$ cat config.mk
export PLATFORM = sky130hd
export DESIGN_NAME = nx_stream_arbiter
export DESIGN_NICKNAME = d
export VERILOG_FILES = /design/src/rtl/nx_stream_arbiter.sv
export SDC_FILE = /design/constraint.sdc
export NUM_CORES = 1
export LEC_CHECK = 0
export BUFFER_PORTS_ARGS = -buffer_cell sky130_fd_sc_hd__buf_2
export CAP_MARGIN = 20
export CELL_PAD_IN_SITES_DETAIL_PLACEMENT = 1
export CELL_PAD_IN_SITES_GLOBAL_PLACEMENT = 1
export CORE_ASPECT_RATIO = 0.7
export CORE_MARGIN = 10
export CORE_UTILIZATION = 33
export CTS_CLUSTER_SIZE = 28
export DETAILED_ROUTE_END_ITERATION = 16
export PLACE_DENSITY_LB_ADDON = 0.1
export SETUP_SLACK_MARGIN = 0.02
export SYNTH_ARGS = -nofsm -noshare
export SYNTH_HDL_FRONTEND = slang
export SYNTH_SLANG_ARGS = --single-unit
$ cat constraint.sdc
create_clock -name clk_i -period 2.1 [get_ports clk_i]
set_clock_uncertainty 0.05 [all_clocks]
set_input_delay 0.42 -clock clk_i [delete_from_list [all_inputs] [get_ports clk_i]]
set_output_delay 0.42 -clock clk_i [all_outputs]
set_load 0.01 [all_outputs]
$ cat src/rtl/nx_stream_arbiter.sv
// N-to-1 stream arbiter feeding a small output FIFO.
// The grant is combinational against the current FIFO space, so a stream is never stalled by a registered ready.

package nx_stream_pkg;
    typedef logic [7:0] node_message_t;
    typedef enum logic [1:0] {
        DIRECTION_NORTH = 2'd0,
        DIRECTION_EAST  = 2'd1,
        DIRECTION_SOUTH = 2'd2,
        DIRECTION_WEST  = 2'd3
    } direction_t;
endpackage

module nx_stream_arbiter
    import nx_stream_pkg::*;
#(
    parameter int    INPUTS     = 4,
    parameter int    DEPTH      = 2,
    parameter string ARB_SCHEME = "round_robin"
) (
    input  logic                           clk_i,
    input  logic                           rst_i,
    input  node_message_t [INPUTS-1:0]     in_data_i,
    input  direction_t    [INPUTS-1:0]     in_dir_i,
    input  logic          [INPUTS-1:0]     in_valid_i,
    output logic          [INPUTS-1:0]     in_ready_o,
    output node_message_t                  comb_data_o,
    output direction_t                     comb_dir_o,
    output logic                           comb_valid_o,
    input  logic                           comb_ready_i,
    output logic                           idle_o
);

    localparam int IW = $clog2(INPUTS);
    localparam int PW = $clog2(DEPTH);
    localparam int CW = $clog2(DEPTH) + 1;
    localparam int SCHEME = (ARB_SCHEME == "prefer_low")  ? 1 :
                            (ARB_SCHEME == "prefer_high") ? 2 : 0;

    if (ARB_SCHEME != "round_robin" && ARB_SCHEME != "prefer_low" &&
        ARB_SCHEME != "prefer_high") begin : g_bad_scheme
        $error("nx_stream_arbiter: unknown ARB_SCHEME %s", ARB_SCHEME);
    end
    if (INPUTS < 2 || INPUTS > 8) begin : g_bad_inputs
        $error("nx_stream_arbiter: INPUTS must be 2..8");
    end
    if (DEPTH != 2 && DEPTH != 4 && DEPTH != 8) begin : g_bad_depth
        $error("nx_stream_arbiter: DEPTH must be 2, 4 or 8");
    end

    node_message_t mem_data [DEPTH];
    direction_t    mem_dir  [DEPTH];
    logic [PW-1:0] wr_ptr;
    logic [PW-1:0] rd_ptr;
    logic [CW-1:0] count;
    logic [IW-1:0] last_grant;

    logic          pop;
    logic          space;
    logic          grant_valid;
    logic [IW-1:0] grant_idx;
    logic [IW-1:0] cand;

    function automatic logic [IW-1:0] rr_index(input logic [IW-1:0] base, input int offset);
        int sum;
        sum = int'(base) + offset;
        if (sum >= INPUTS) sum = sum - INPUTS;
        return IW'(sum);
    endfunction

    // Outputs are forced quiet while reset is held, since count only clears at the edge.
    assign comb_valid_o = rst_i && (count != '0);
    assign comb_data_o  = comb_valid_o ? mem_data[rd_ptr] : '0;
    assign comb_dir_o   = comb_valid_o ? mem_dir[rd_ptr]  : DIRECTION_NORTH;
    assign idle_o       = (!rst_i || (count == '0)) && (in_valid_i == '0);

    assign pop   = comb_valid_o && comb_ready_i;
    assign space = (count < CW'(DEPTH)) || pop;

    // Loops run so that the winning candidate is the last one written.
    always_comb begin
        grant_valid = 1'b0;
        grant_idx   = '0;
        cand        = '0;
        if (rst_i && space) begin
            if (SCHEME == 1) begin
                for (int i = INPUTS - 1; i >= 0; i--) begin
                    if (in_valid_i[i]) begin
                        grant_valid = 1'b1;
                        grant_idx   = IW'(i);
                    end
                end
            end else if (SCHEME == 2) begin
                for (int i = 0; i < INPUTS; i++) begin
                    if (in_valid_i[i]) begin
                        grant_valid = 1'b1;
                        grant_idx   = IW'(i);
                    end
                end
            end else begin
                for (int k = INPUTS; k >= 1; k--) begin
                    cand = rr_index(last_grant, k);
                    if (in_valid_i[cand]) begin
                        grant_valid = 1'b1;
                        grant_idx   = cand;
                    end
                end
            end
        end
    end

    always_comb begin
        in_ready_o = '0;
        if (grant_valid) in_ready_o[grant_idx] = 1'b1;
    end

    always_ff @(posedge clk_i) begin
        if (!rst_i) begin
            wr_ptr     <= '0;
            rd_ptr     <= '0;
            count      <= '0;
            last_grant <= IW'(INPUTS - 1);
            for (int i = 0; i < DEPTH; i++) begin
                mem_data[i] <= '0;
                mem_dir[i]  <= DIRECTION_NORTH;
            end
        end else begin
            if (grant_valid) begin
                mem_data[wr_ptr] <= in_data_i[grant_idx];
                mem_dir[wr_ptr]  <= in_dir_i[grant_idx];
                wr_ptr           <= wr_ptr + PW'(1);
                last_grant       <= grant_idx;
            end
            if (pop) rd_ptr <= rd_ptr + PW'(1);
            case ({grant_valid, pop})
                2'b10:   count <= count + CW'(1);
                2'b01:   count <= count - CW'(1);
                default: count <= count;
            endcase
        end
    end

endmodule

# After elaboration in Yosys (flattened, before gate mapping)
# Memory sizes are Yosys's and may differ from the RTL's. A register that Yosys moved wholly into a read port is not among the register bits.
# Cells that the tools add are included.
word_totals:
  output_inout_bits: 16
  mem_count: 2
  regBits: 6
  ram_bits: 20
  wordCells: 95
op_classes:
  n_lt_le_gt_ge: 11
  n_reduce_logical: 14
  eq_ne: 2
  addsub: 12
  mux: 50
mem_list:
  columns: ["name", "depth", "word_bits", "rd", "rd_ports_with_merged_regs", "wr", "line_no", "source"]
  rows:
  - ["mem_data", 2, 8, 1, 1, 2, "51", "node_message_t mem_data [DEPTH];"]
  - ["mem_dir", 2, 2, 1, 1, 2, "52", "direction_t mem_dir [DEPTH];"]
op_table:
  columns: ["cell", "n"]
  rows:
  - ["two-way mux 2 bit", 16]
  - ["two-way mux 8 bit", 3]
  - ["two-way mux 1 bit", 22]
  - ["binary-select mux 8 bit (select 2 bit)", 1]
  - ["less-than comparator 2 x 3 -> 1 bit, second input constant", 5]
  - ["subtractor 2 x 1 -> 2 bit, second input constant", 5]
  - [">= comparator 3 bit, second input constant", 3]
  - ["binary-select mux 1 bit (select 2 bit)", 4]
  - ["OR reduction 8 bit", 1]
  - ["adder 2 x 2 -> 3 bit, second input constant", 2]
  - ["logical AND 1 bit", 5]
  - ["adder 2 x 3 -> 4 bit, second input constant", 1]
  - ["binary-select mux 2 bit (select 2 bit)", 1]
  - [">= comparator 4 x 3 -> 1 bit, second input constant", 1]
  - ["zero test 4 bit", 1]
  - ["two-way mux 4 bit", 1]
  - ["case mux 2 bit (2 select lines)", 1]
  - ["nonzero test 2 bit", 2]
  - ["adder 2 x 1 -> 3 bit, second input constant", 1]
  - ["adder 1 bit, second input constant", 2]
  - ["adder 2 x 1 -> 2 bit, second input constant", 1]
  - ["demux 1 bit (select 2 bit)", 1]
  - ["equality test 2 x 1 -> 1 bit, second input constant", 1]
  - ["equality test 2 bit, second input constant", 1]
  - ["other kinds (6)", 7]

# Logic depth before layout (Yosys ltp)
depth:
  depth_word: 18
  ltp_mapped: 9
  depth_no_buf: 8

# Worst setup path after synthesis
# Ideal clock, no wire load.
synth_path:
  path_kind: "input port to flip-flop"
  start: "input in_valid_i[0]"
  end: "register count[1]"
  slack_ps: -41
  stages: 7
  t_arrival_ps: 2016
  setup_time_ps: 76
  n_path_buf: 1
  cell_sequence: "or4_1 > and2_1 > buf_6 > inv_8 > ha_1 > or3_1 > a21boi_0"
synth_between:
  elab_chain_cells: 9
  word_cells_on_any_way: 17
  classes_between: "2 x eq/ne; 14 x mux; 1 x reduce/logical"
synth_rtl:
  columns: ["element", "line_no", "source"]
  rows:
  - ["from (decl)", "25", "input logic [INPUTS-1:0] in_valid_i,"]
  - ["binary-select mux 1 bit (select 2 bit)", "103", "if (in_valid_i[cand]) begin"]
  - ["two-way mux 1 bit (implied by the code)", "103", null]
  - ["two-way mux 1 bit (3 in series)", "103", null]
  - ["two-way mux 1 bit *", "103", null]
  - ["two-way mux 1 bit *", "85", "if (rst_i && space) begin"]
  - ["equality test 2 x 1 -> 1 bit or equality test 2 bit (tied branches)", "135", "case ({grant_valid, pop})"]
  - ["case mux 2 bit (2 select lines) or nonzero test 2 bit (tied branches)", null, null]
  - ["to (signal assigned)", "136", "2'b10: count <= count + CW'(1);"]
  - ["to (signal assigned)", "137", "2'b01: count <= count - CW'(1);"]
  - ["to (signal assigned)", "138", "default: count <= count;"]
  - ["to (decl)", "55", "logic [CW-1:0] count;"]
# Every way passes the cells marked *; elsewhere a longest branch is shown, timed or not. The select of a mux whose other input is x is not followed.
# A chain may end at the register's enable or synchronous reset.

# Final worst setup path
layout_path:
  start: "input in_valid_i[0]"
  end: "output in_ready_o[0]"
layout_between:
  elab_chain_cells: 12
  word_cells_on_any_way: 24
  classes_between: "2 x order compare; 21 x mux; 1 x reduce/logical"
layout_rtl:
  columns: ["element", "line_no", "source"]
  rows:
  - ["binary-select mux 1 bit (select 2 bit)", "103", null]
  - ["two-way mux 1 bit (implied by the code)", "103", null]
  - ["two-way mux 2 bit (4 in series)", "103", null]
  - ["two-way mux 2 bit", "85", null]
  - ["less-than comparator 2 x 3 -> 1 bit (implied by the code) or >= comparator 2 x 1 -> 1 bit (tied branches)", "114", "if (grant_valid) in_ready_o[grant_idx] = 1'b1;"]
  - ["logical AND 1 bit (implied by the code)", "114", null]
  - ["two-way mux 1 bit (implied by the code)", "114", null]
  - ["demux 1 bit (select 2 bit)", "114", null]
  - ["two-way mux 4 bit *", "114", null]
  - ["to (decl)", "26", "output logic [INPUTS-1:0] in_ready_o,"]
# Marked as above.

==> qor.csv <==
metric;value;unit
status;finished, final reports clean;
Worst Path Max Fanout;4;
top cell type's share of synthesized area;0.375;
critical path class;in2out;
synth warn;0;
via count;1373;
Final Cell Area;2120;µm²
Syn Nets;195;
syn_area_per_cell;10.9;µm²
Layout Cells excl Fill;273;
vias in the first global route;1498;
Pins Over Slew Limit;0;
Crit path max-delay family;simple AND/OR/NAND/NOR gates;
Max-slew headroom;0.622;
Leak;0.000951;µW
Startpoint Class;input pin;
slowest cell on the critical path;or4_4;
Area contributors post-synth;edfxtp_1 (38%), mux2i_1 (19%), dfxtp_1 (8.8%), o22ai_1 (7.8%), nor2_1 (3.3%);
cell count after synthesis;147;
Hold Crit Class;in2reg;
#FFs+latches synth;27;
antenna violations before repair;0;
final period utilization;0.959;
worst vdd ir;0.000250;V
Worst-path clk slew;0.10;ns
commonest non-fill, non-tap cell in the layout;buf_2;
Final ANT Viol Nets;0;
Worst EP required;1.63;ns
final net count;265;
first-pass GRT wire length;7.62;mm
sequential element share of the synthesized area;0.463;
RD Place Congestion;0.812;
Crit path largest cell delay;0.53;ns
gr usage total;0.120;
H-tree depth;1;
routed vias/inst;5.03;
Overflow after GRT;0;
placed cell count;269;
Clock Tree Buf Depth;2;
share of cells above drive strength 1;0.417;
Placed Area;2050;µm²
Total Wirelength;4.91;mm
final worst path period need;2.01;ns
clk_lat worst skew;0.27;ns
DR WL/cell;18.0;µm
critical path endpoint category;primary output;
dpl hpwl;4.07;mm
final setup fails;0;
cells along the critical path;buf_2 -> or4_4 -> and2_4 -> and3_1 -> buf_2;
TritonCTS clock tree;built;
Initial Util;0.339;
number of port buffers;62;
core area;4730;µm²
CP dominant cell by count;buf_2;
# hold bufs at CTS;0;
endpoints failing hold;0;
Die X;103;µm
Die Ht;78.3;µm
Mapped Area;1600;µm²
Rows;21;
cell chosen for the clock root;clkbuf_8;
fmax;496;MHz
pwr dens;759;nW/µm²
Yosys top cell by area;edfxtp_1;
Inserted Clock Buffers;3;
DRC viols;0;
diode count;0;
area grow syn2layout;32.7;%
RSZ-0062 raised after global routing;no;
pin count of the biggest net entering global routing;21;
Distinct cells, synth;34;
die area;8080;µm²
buffer and inverter count on the worst path;2;
most frequent cells in the layout;buf_2 (62), mux2i_1 (30), o22ai_1 (20), edfxtp_1 (20), nor2_1 (14);
Detailed Route Iter0 Violations;107;
drt first pass iters;4;
IO Count;63;
Post-CTS Setup Bufs;0;
Clock Sinks;27;
measured slew at the worst slew-check pin;0.566;ns
Max Cap Violations;0;
Critical Path AT;1.54;ns
## synth_stat cells
cell type	n
a21boi_0	1
a21boi_2	1
a21oi_1	3
a31oi_1	1
and2_1	3
and3_1	2
buf_1	1
buf_4	1
buf_6	3
clkbuf_1	4
dfxtp_1	7
edfxtp_1	20
ha_1	1
inv_1	4
inv_8	1
mux2i_1	30
nand2_1	2
nand2b_1	4
nand3_1	1
nand3_2	1
nor2_1	14
nor2b_1	2
nor3_1	3
nor3_4	1
nor3b_1	1
o211ai_1	1
o21ai_0	4
o221a_2	1
o221ai_1	1
o22ai_1	20
or3_1	2
or3_4	1
or4_1	1
xnor2_1	4
## worst register-to-register path: cells and delay by family, from the launching register on
family / cells / cell delay [ns]
flip-flops: 1 / 0.35
AO/OA/AOI/OAI: 2 / 0.24
AND/OR/NAND/NOR: 2 / 0.46
multiplexers: 1 / 0.30
buffers and inverters: 1 / 0.23
## report_power, final
group	internal, µW	switching, µW
Sequential	674	53.6
Clock	134	165
Combinational	279	307
Total	1090	526
## final cells by class
| class | count | area, µm² |
|---|---|---|
| Sequential cell | 27 | 742 |
| Tap cell | 57 | 71.3 |
| Clock inverter | 1 | 7.51 |
| Clock buffer | 3 | 41.3 |
| Timing Repair Buffer | 74 | 438 |
| Inverter | 5 | 26.3 |
| Multi-Input combinational cell | 106 | 798 |
| Fill cell | 552 | 2610 |
## sequential cells by signal, indices dropped and copies added (netlist names), named ones only
name        count
rd_ptr          1
count           2
mem_dir         4
wr_ptr          1
last_grant      2
mem_data       16
## metal layers
layer  track usage  part of all wire  up-vias
met5             0                 0        -
met4        0.0443            0.0096        0
met3        0.0297             0.064        2
met2         0.165              0.41       49
met1         0.175              0.51      629
li1              -                 -      693
## path summary, 6_finish.rpt
path	from	to	slack [ns]	depth (start not counted)
setup / recovery	in_valid_i[0]	in_ready_o[0]	0.09	5
setup reg to reg	last_grant[0]$_SDFFE_PN1P_	mem_data[1][6]$_SDFFCE_PN0P_	0.19	6
hold reg to reg	last_grant[0]$_SDFFE_PN1P_	last_grant[0]$_SDFFE_PN1P_	0.49	2
hold / removal	rst_i	last_grant[1]$_SDFFE_PN1P_	0.48	3
## logic make-up (layout without fill, tap and decap cells)
| kind of cell | Yosys count | count (layout) | share of synthesized area |
|---|---|---|---|
| fa+ha+maj | 1 | 1 | 0.00781 |
| mux | 30 | 30 | 0.188 |
| buf+inv | 14 | 83 | 0.0539 |
| flops | 27 | 27 | 0.462 |
| compound gates | 33 | 33 | 0.133 |
| xor+xnor | 4 | 4 | 0.0219 |
| simple gates | 38 | 38 | 0.134 |
## repair_timing
item                                   CTS  global route
gates resized for setup                  2             5
setup endpoints to repair                2            14
pin swaps                                0             2
endpoints found under the hold margin    0             0
## stage by stage
step / power (µW) / setup slack (ns) / TNS, ns / utilization / hold WS, ns
after floorplan: 1100 / -0.00693 / -0.00693 / - / 0.428
after global placement: 1290 / -0.0925 / -0.712 / 0.434 / 0.463
after detailed placement: 1320 / -0.162 / -2.23 / 0.434 / 0.463
after CTS: 1620 / 0.0434 / 0 / 0.444 / 0.478
after global routing: 1710 / 0.0313 / 0 / 0.449 / 0.497
final: 1610 / 0.0855 / 0 / 0.449 / 0.477
Note: power is estimated with default switching activity, not from simulation.
